--- src/rtl/voter_pkg.sv ---
// Shared state type and width helpers for the sequential voter tally block.
package voter_pkg;

   typedef enum logic [1:0] {
      IDLE  = 2'd0,
      OPEN  = 2'd1,
      TALLY = 2'd2,
      DONE  = 2'd3
   } vote_state_e;

   // clog2 clamped to at least one bit so single-value fields stay legal
   function automatic int maxClog2(input int n);
      return (n <= 2) ? 1 : $clog2(n);
   endfunction

   function automatic int idWidth(input int nVoters);
      return maxClog2(nVoters);
   endfunction

   function automatic int candWidth(input int nCand);
      return maxClog2(nCand);
   endfunction

   function automatic int cntWidth(input int nVoters);
      return $clog2(nVoters + 1);
   endfunction

endpackage

--- src/rtl/voter_argmax_scan.sv ---
// Serial argmax over a packed tally vector: one candidate per cycle after start,
// lowest index kept on ties, one-cycle done pulse after the last candidate.
module voter_argmax_scan
   import voter_pkg::*;
#(
   parameter int N_CAND = 3,
   parameter int CNT_W  = 3,
   parameter int CAND_W = candWidth(N_CAND)
) (
   input  logic                      clk,
   input  logic                      rst,
   input  logic                      start_i,
   input  logic [N_CAND*CNT_W-1:0]   tally_i,
   output logic                      done_o,
   output logic [CAND_W-1:0]         winner_o,
   output logic [CNT_W-1:0]          win_cnt_o,
   output logic                      tie_o
);

   localparam logic [CAND_W-1:0] LAST_IDX = CAND_W'(N_CAND - 1);

   logic              busy_q, busy_d;
   logic              done_q, done_d;
   logic [CAND_W-1:0] idx_q, idx_d;
   logic [CNT_W-1:0]  best_q, best_d;
   logic [CAND_W-1:0] win_q, win_d;
   logic              tie_q, tie_d;
   logic [CNT_W-1:0]  cur;

   always_ff @(posedge clk or posedge rst) begin
      if (rst) begin
         busy_q <= 1'b0;
         done_q <= 1'b0;
         idx_q  <= '0;
         best_q <= '0;
         win_q  <= '0;
         tie_q  <= 1'b0;
      end else begin
         busy_q <= busy_d;
         done_q <= done_d;
         idx_q  <= idx_d;
         best_q <= best_d;
         win_q  <= win_d;
         tie_q  <= tie_d;
      end
   end

   // Constant-index mux keeps the tally select in range for any N_CAND
   always_comb begin
      cur = '0;
      for (int c = 0; c < N_CAND; c++) begin
         if (idx_q == CAND_W'(c)) begin
            cur = tally_i[c*CNT_W +: CNT_W];
         end
      end
   end

   always_comb begin
      busy_d = busy_q;
      done_d = 1'b0;
      idx_d  = idx_q;
      best_d = best_q;
      win_d  = win_q;
      tie_d  = tie_q;
      if (start_i) begin
         busy_d = 1'b1;
         idx_d  = '0;
         best_d = '0;
         win_d  = '0;
         tie_d  = 1'b0;
      end else if (busy_q) begin
         if (cur > best_q) begin
            best_d = cur;
            win_d  = idx_q;
            tie_d  = 1'b0;
         end else if ((cur == best_q) && (best_q != '0)) begin
            tie_d = 1'b1;
         end
         if (idx_q == LAST_IDX) begin
            busy_d = 1'b0;
            done_d = 1'b1;
         end else begin
            idx_d = idx_q + CAND_W'(1);
         end
      end
   end

   assign done_o    = done_q;
   assign winner_o  = win_q;
   assign win_cnt_o = best_q;
   assign tie_o     = tie_q;

endmodule

--- src/rtl/voter_tally_seq.sv ---
// Voting session controller: collects one vote per voter over valid/ready,
// then runs a serial argmax and holds winner, count, tie and majority flags.
module voter_tally_seq
   import voter_pkg::*;
#(
   parameter int N_VOTERS = 4,
   parameter int N_CAND   = 3,
   parameter int ID_W     = idWidth(N_VOTERS),
   parameter int CAND_W   = candWidth(N_CAND),
   parameter int CNT_W    = cntWidth(N_VOTERS)
) (
   input  logic              clk,
   input  logic              rst,
   input  logic              start,
   input  logic              close,
   input  logic              vote_valid,
   input  logic [ID_W-1:0]   vote_id,
   input  logic [CAND_W-1:0] vote_cand,
   output logic              vote_ready,
   output logic              vote_ack,
   output logic              vote_rej,
   output logic              busy,
   output logic              result_valid,
   output logic [CAND_W-1:0] winner,
   output logic [CNT_W-1:0]  win_cnt,
   output logic              tie,
   output logic              majority
);

   vote_state_e                  state_q, state_d;
   logic [N_VOTERS-1:0]          bitmap_q, bitmap_d;
   logic [N_CAND-1:0][CNT_W-1:0] tally_q, tally_d;
   logic                         ack_q, ack_d;
   logic                         rej_q, rej_d;
   logic [CAND_W-1:0]            winner_q, winner_d;
   logic [CNT_W-1:0]             win_cnt_q, win_cnt_d;
   logic                         tie_q, tie_d;
   logic                         maj_q, maj_d;

   logic                         xfer;
   logic                         idLegal;
   logic                         candLegal;
   logic                         alreadyVoted;
   logic                         accept;
   logic                         scanStart;
   logic                         scanDone;
   logic [CAND_W-1:0]            scanWinner;
   logic [CNT_W-1:0]             scanCnt;
   logic                         scanTie;
   logic [N_CAND*CNT_W-1:0]      tallyFlat;

   always_ff @(posedge clk or posedge rst) begin
      if (rst) begin
         state_q   <= IDLE;
         bitmap_q  <= '0;
         tally_q   <= '0;
         ack_q     <= 1'b0;
         rej_q     <= 1'b0;
         winner_q  <= '0;
         win_cnt_q <= '0;
         tie_q     <= 1'b0;
         maj_q     <= 1'b0;
      end else begin
         state_q   <= state_d;
         bitmap_q  <= bitmap_d;
         tally_q   <= tally_d;
         ack_q     <= ack_d;
         rej_q     <= rej_d;
         winner_q  <= winner_d;
         win_cnt_q <= win_cnt_d;
         tie_q     <= tie_d;
         maj_q     <= maj_d;
      end
   end

   // Vote legality; the bitmap lookup loops so an out-of-range id never indexes past the array
   always_comb begin
      xfer         = vote_valid && (state_q == OPEN);
      idLegal      = int'(vote_id) < N_VOTERS;
      candLegal    = int'(vote_cand) < N_CAND;
      alreadyVoted = 1'b0;
      for (int i = 0; i < N_VOTERS; i++) begin
         if (vote_id == ID_W'(i)) begin
            alreadyVoted = bitmap_q[i];
         end
      end
      accept = xfer && idLegal && candLegal && !alreadyVoted;
   end

   always_comb begin
      state_d   = state_q;
      bitmap_d  = bitmap_q;
      tally_d   = tally_q;
      ack_d     = 1'b0;
      rej_d     = 1'b0;
      winner_d  = winner_q;
      win_cnt_d = win_cnt_q;
      tie_d     = tie_q;
      maj_d     = maj_q;
      scanStart = 1'b0;
      case (state_q)
         IDLE, DONE: begin
            if (start) begin
               state_d   = OPEN;
               bitmap_d  = '0;
               tally_d   = '0;
               winner_d  = '0;
               win_cnt_d = '0;
               tie_d     = 1'b0;
               maj_d     = 1'b0;
            end
         end
         OPEN: begin
            if (xfer) begin
               ack_d = accept;
               rej_d = !accept;
            end
            if (accept) begin
               for (int i = 0; i < N_VOTERS; i++) begin
                  if (vote_id == ID_W'(i)) begin
                     bitmap_d[i] = 1'b1;
                  end
               end
               for (int c = 0; c < N_CAND; c++) begin
                  if (vote_cand == CAND_W'(c)) begin
                     tally_d[c] = tally_q[c] + CNT_W'(1);
                  end
               end
            end
            // A vote arriving with close is still counted before the scan starts
            if (close || (accept && (&bitmap_d))) begin
               state_d   = TALLY;
               scanStart = 1'b1;
            end
         end
         TALLY: begin
            if (scanDone) begin
               state_d   = DONE;
               winner_d  = scanWinner;
               win_cnt_d = scanCnt;
               tie_d     = scanTie;
               maj_d     = ((int'(scanCnt) * 2) > N_VOTERS) && !scanTie;
            end
         end
         default: state_d = IDLE;
      endcase
   end

   assign tallyFlat = tally_q;

   voter_argmax_scan #(
      .N_CAND (N_CAND),
      .CNT_W  (CNT_W),
      .CAND_W (CAND_W)
   ) u_scan (
      .clk       (clk),
      .rst       (rst),
      .start_i   (scanStart),
      .tally_i   (tallyFlat),
      .done_o    (scanDone),
      .winner_o  (scanWinner),
      .win_cnt_o (scanCnt),
      .tie_o     (scanTie)
   );

   assign vote_ready   = (state_q == OPEN);
   assign busy         = (state_q == OPEN) || (state_q == TALLY);
   assign result_valid = (state_q == DONE);
   assign vote_ack     = ack_q;
   assign vote_rej     = rej_q;
   assign winner       = winner_q;
   assign win_cnt      = win_cnt_q;
   assign tie          = tie_q;
   assign majority     = maj_q;

endmodule

--- config.mk ---
export PLATFORM = sky130hd
export DESIGN_NAME = voter_tally_seq
export DESIGN_NICKNAME = d
export VERILOG_FILES = /design/src/rtl/voter_pkg.sv /design/src/rtl/voter_argmax_scan.sv /design/src/rtl/voter_tally_seq.sv
export SDC_FILE = /design/constraint.sdc
export NUM_CORES = 1
export LEC_CHECK = 0
export CAP_MARGIN = 40
export CELL_PAD_IN_SITES_DETAIL_PLACEMENT = 1
export CELL_PAD_IN_SITES_GLOBAL_PLACEMENT = 2
export CORE_ASPECT_RATIO = 1.4
export CORE_UTILIZATION = 35
export DETAILED_ROUTE_END_ITERATION = 7
export PLACE_DENSITY = 0.85
export SETUP_SLACK_MARGIN = 0.15
export SYNTH_ARGS = -nofsm -noshare
export SYNTH_HDL_FRONTEND = slang
export SYNTH_SLANG_ARGS = --single-unit
--- constraint.sdc ---
create_clock -name clk -period 2.8 [get_ports clk]
set_input_delay 0.56 -clock clk [delete_from_list [all_inputs] [get_ports clk]]
set_output_delay 0.56 -clock clk [all_outputs]
set_load 0.1 [all_outputs]
==> summary.txt <==
Outcome
  • Status: complete, no violations

Place
  • Placed wire-length estimate: 3600 um
  • Final RePlAce weighted congestion: between 0.8 and 0.9
  • Buffers on Ports: 20
  • Area of placed instances: 2100 um2

Timing
  • Final Hold Fails: 0
  • RSZ-0062 raised after global routing: no
  • Relative slew margins: 0.654
  • Period minus WS final: 2480 ps
  • Worst-margin pin slew: 516 ps
  • Final period util: 0.886
  • # setup viols final: 0
  • Max-slew violation count: 0
  • Layout Skew: 4.00 ps
  • Fmax: slightly above 400 MHz
  • Total Neg Setup Slack: 0 ps

Floorplan
  • Die Footprint: 5510 um2
  • Die Span Y: between 80 and 90 um
  • I/O pin count: 21
  • Core Area: 4920 um2
  • Initial core utilization: 0.371
  • Std-Cell Rows: 30
  • Die Wd: 63.0 um

Logic synthesis
  • Syn_nets: 203
  • FF+latch count, synth: 34
  • YS warnings: 0
  • Cell Area, Synth: 1830 um2
  • Avg Inst Size Synth: 10.0 um2
  • Post-synthesis sequential area ratio: 0.466
  • EDFF count, synth: 0
  • Syn Inst Count: 182
  • Async SR Flop Fraction: 1.00
  • Top_reg_cell synth: dfrtp_1
  • Post-synthesis cell type count: 41

Critical path
  • Worst Path Required: 2970 ps
  • Crit path max fanout: 6
  • Slowest CP cell: or4_1
  • Crit Path Category: in -> reg
  • Delay-heaviest family, CP: simple AND/OR/NAND/NOR gates
  • Worst stage delay on the critical path: between 600 and 700 ps
  • WP buf/inv: 1
  • Worst Setup End Kind: flop
  • Crit-path cells: clkdlybuf4s50_1 > mux4_2 > or4_1 > o211ai_2 > o31ai_2
  • Crit path DAT: 2650 ps
  • Startpoint types: primary input

GRT
  • GRT Residual Overflow: 0
  • Number of global-route vias before repair: 1645
  • Largest net degree at the start of global routing: 35
  • Initial antenna violation count: 0
  • GRT Total Usage: 0.195
  • Global-route wire length before repair: about 8200 um

Clock tree
  • CTS Buf Count: 5
  • Clock Tree Buf Depth: 2
  • Hold_buf cts: 0
  • CTS tree: built
  • Clock Pin Slew Worst Setup and Hold Paths: 70 ps
  • Clock Latency Late Sink: approximately 290 ps
  • # clock sinks: 34
  • Root buf cell: clkbuf_8
  • CTS H-tree lvls: 2
  • # Post-CTS Setup Buffers: 0

Power and ir drop
  • P per Cell Area: 1080 nW/um2
  • Max rail drop VDD: 0.426 mV
  • Leakage power: approximately 1.0 nW
  • Pwr Total: 2.43 mW

Final layout
  • Antenna diodes: 0
  • FF/Latch Area: 851 um2
  • Core Util, Final: 0.456
  • Fraction of layout cells with a size suffix above 1: 0.152
  • Area of the multi-input gates: 906 um2
  • Total Nets Final: around 230
  • Final instance area: 2240 um2
  • Fillers: slightly below 600
  • Area growth syn-to-layout: 22.9%
  • Most common cell after layout, fill and taps aside: dfrtp_1
  • Most frequent cells in the layout: 34 x dfrtp_1, 18 x nor2_1, 17 x nand2_1

Detailed routing
  • DR pass1 iterations: 4
  • DRC Markers: 0
  • DRT antenna net count: 0
  • Starting DRT DRC Count: 29
  • Vias per cell: roughly 5.4
  • Total Wirelength: 4640 um
  • WL per Instance: around 17 um
  • Via Count: ~1500

Run
  • MaxCap Viol Count: 0

Hold path
  • Hold Crit Class: reg -> reg
==> per-layer routing <==
metal | GRT usage | up-vias | part of all wire
met1 | 0.195 | 737 | 0.37
met4 | 0.0909 | 0 | 0.025
li1 | - | 703 | -
met2 | 0.388 | 23 | 0.58
met5 | 0 | - | 0
met3 | 0.0301 | 10 | 0.023
==> stage by stage <==
step	std cells	hold WS (ps)	setup slack (ps)
2_1_floorplan	182	438	399
3_3_place_gp	267	467	90.7
3_5_place_dp	267	484	7.46
4_1_cts	275	497	297
5_1_grt	275	521	174
6_report	275	488	319
==> final timing paths <==
path	slack, ps	startpoint	cells after the start	endpoint
setup / recovery	320	vote_id[0]	5	tallyFlat[5]
hold / removal	490	tallyFlat[2]	1	tallyFlat[2]
setup reg to reg	400	u_scan.idx_q[1]	12	u_scan.win_cnt_o[1]
hold reg to reg	490	tallyFlat[2]	1	tallyFlat[2]
max in group asynchronous	1820	rst	3	state_q[1]
min in group asynchronous	660	rst	3	u_scan.win_cnt_o[1]
==> cells by family (layout without fill, tap and decap cells) <==
logic type | after synthesis | after routing | synth area share
fa+ha+maj | 12 | 12 | 0.0822
xor+xnor | 1 | 1 | 0.00480
compound gates | 44 | 44 | 0.169
mux | 9 | 9 | 0.0562
flops | 34 | 34 | 0.466
buf+inv | 17 | 46 | 0.0404
simple gates | 65 | 65 | 0.182
==> final cells by class <==
type	instances	share of cell area
sequential	34	0.379
timing repair buffer	25	0.0982
tap	64	0.0357
clock inverter	3	0.0307
multi-input combinational	131	0.404
clock buffer	5	0.0307
inverter	13	0.0218
==> cells in the mapped netlist, types with 4 or more instances <==
library cell | count | area [um2]
o21ai_0 | 10 | 50.1
nor2b_1 | 4 | 25.0
nand2_1 | 17 | 63.8
dfrtp_1 | 34 | 851
nand3_1 | 9 | 45.0
a22o_1 | 8 | 70.1
inv_1 | 13 | 48.8
nor2_1 | 18 | 67.6
ha_1 | 12 | 150
mux2i_1 | 8 | 80.1
a21oi_1 | 9 | 45.0
==> timing repair <==
action	in CTS	in global routing
hold endpoints to repair	0	0
gates resized for setup	0	3
endpoints found under the setup margin	0	6
==> registers in the layout, summed over array words and instances (netlist names), 2 cells and up <==
name and cells:
tallyFlat 9, bitmap_q 4, u_scan.win_cnt_o 3, win_cnt 3, state_q 2, u_scan.idx_q 2, u_scan.winner_o 2, winner 2
==> report_power, final <==
group / switching, mW / total, mW / internal [mW]
logic: 0.809 / 1.14 / 0.336
clock network: 0.195 / 0.552 / 0.357
registers: 0.123 / 0.733 / 0.610
total: 1.13 / 2.43 / 1.30
==> worst reg2reg max path, cell delays in order (launching register included) <==
cell and delay [ps]:
dfrtp_1 410, inv_1 100, ha_2 230, and3b_1 190, a21oi_1 100, o21ai_0 130, ha_1 330, nor2b_1 130
o211ai_1 90, a21oi_1 140, buf_4 180, mux2i_1 190, nor2_1 60
No activity file was read; power rests on OpenSTA's default activity.
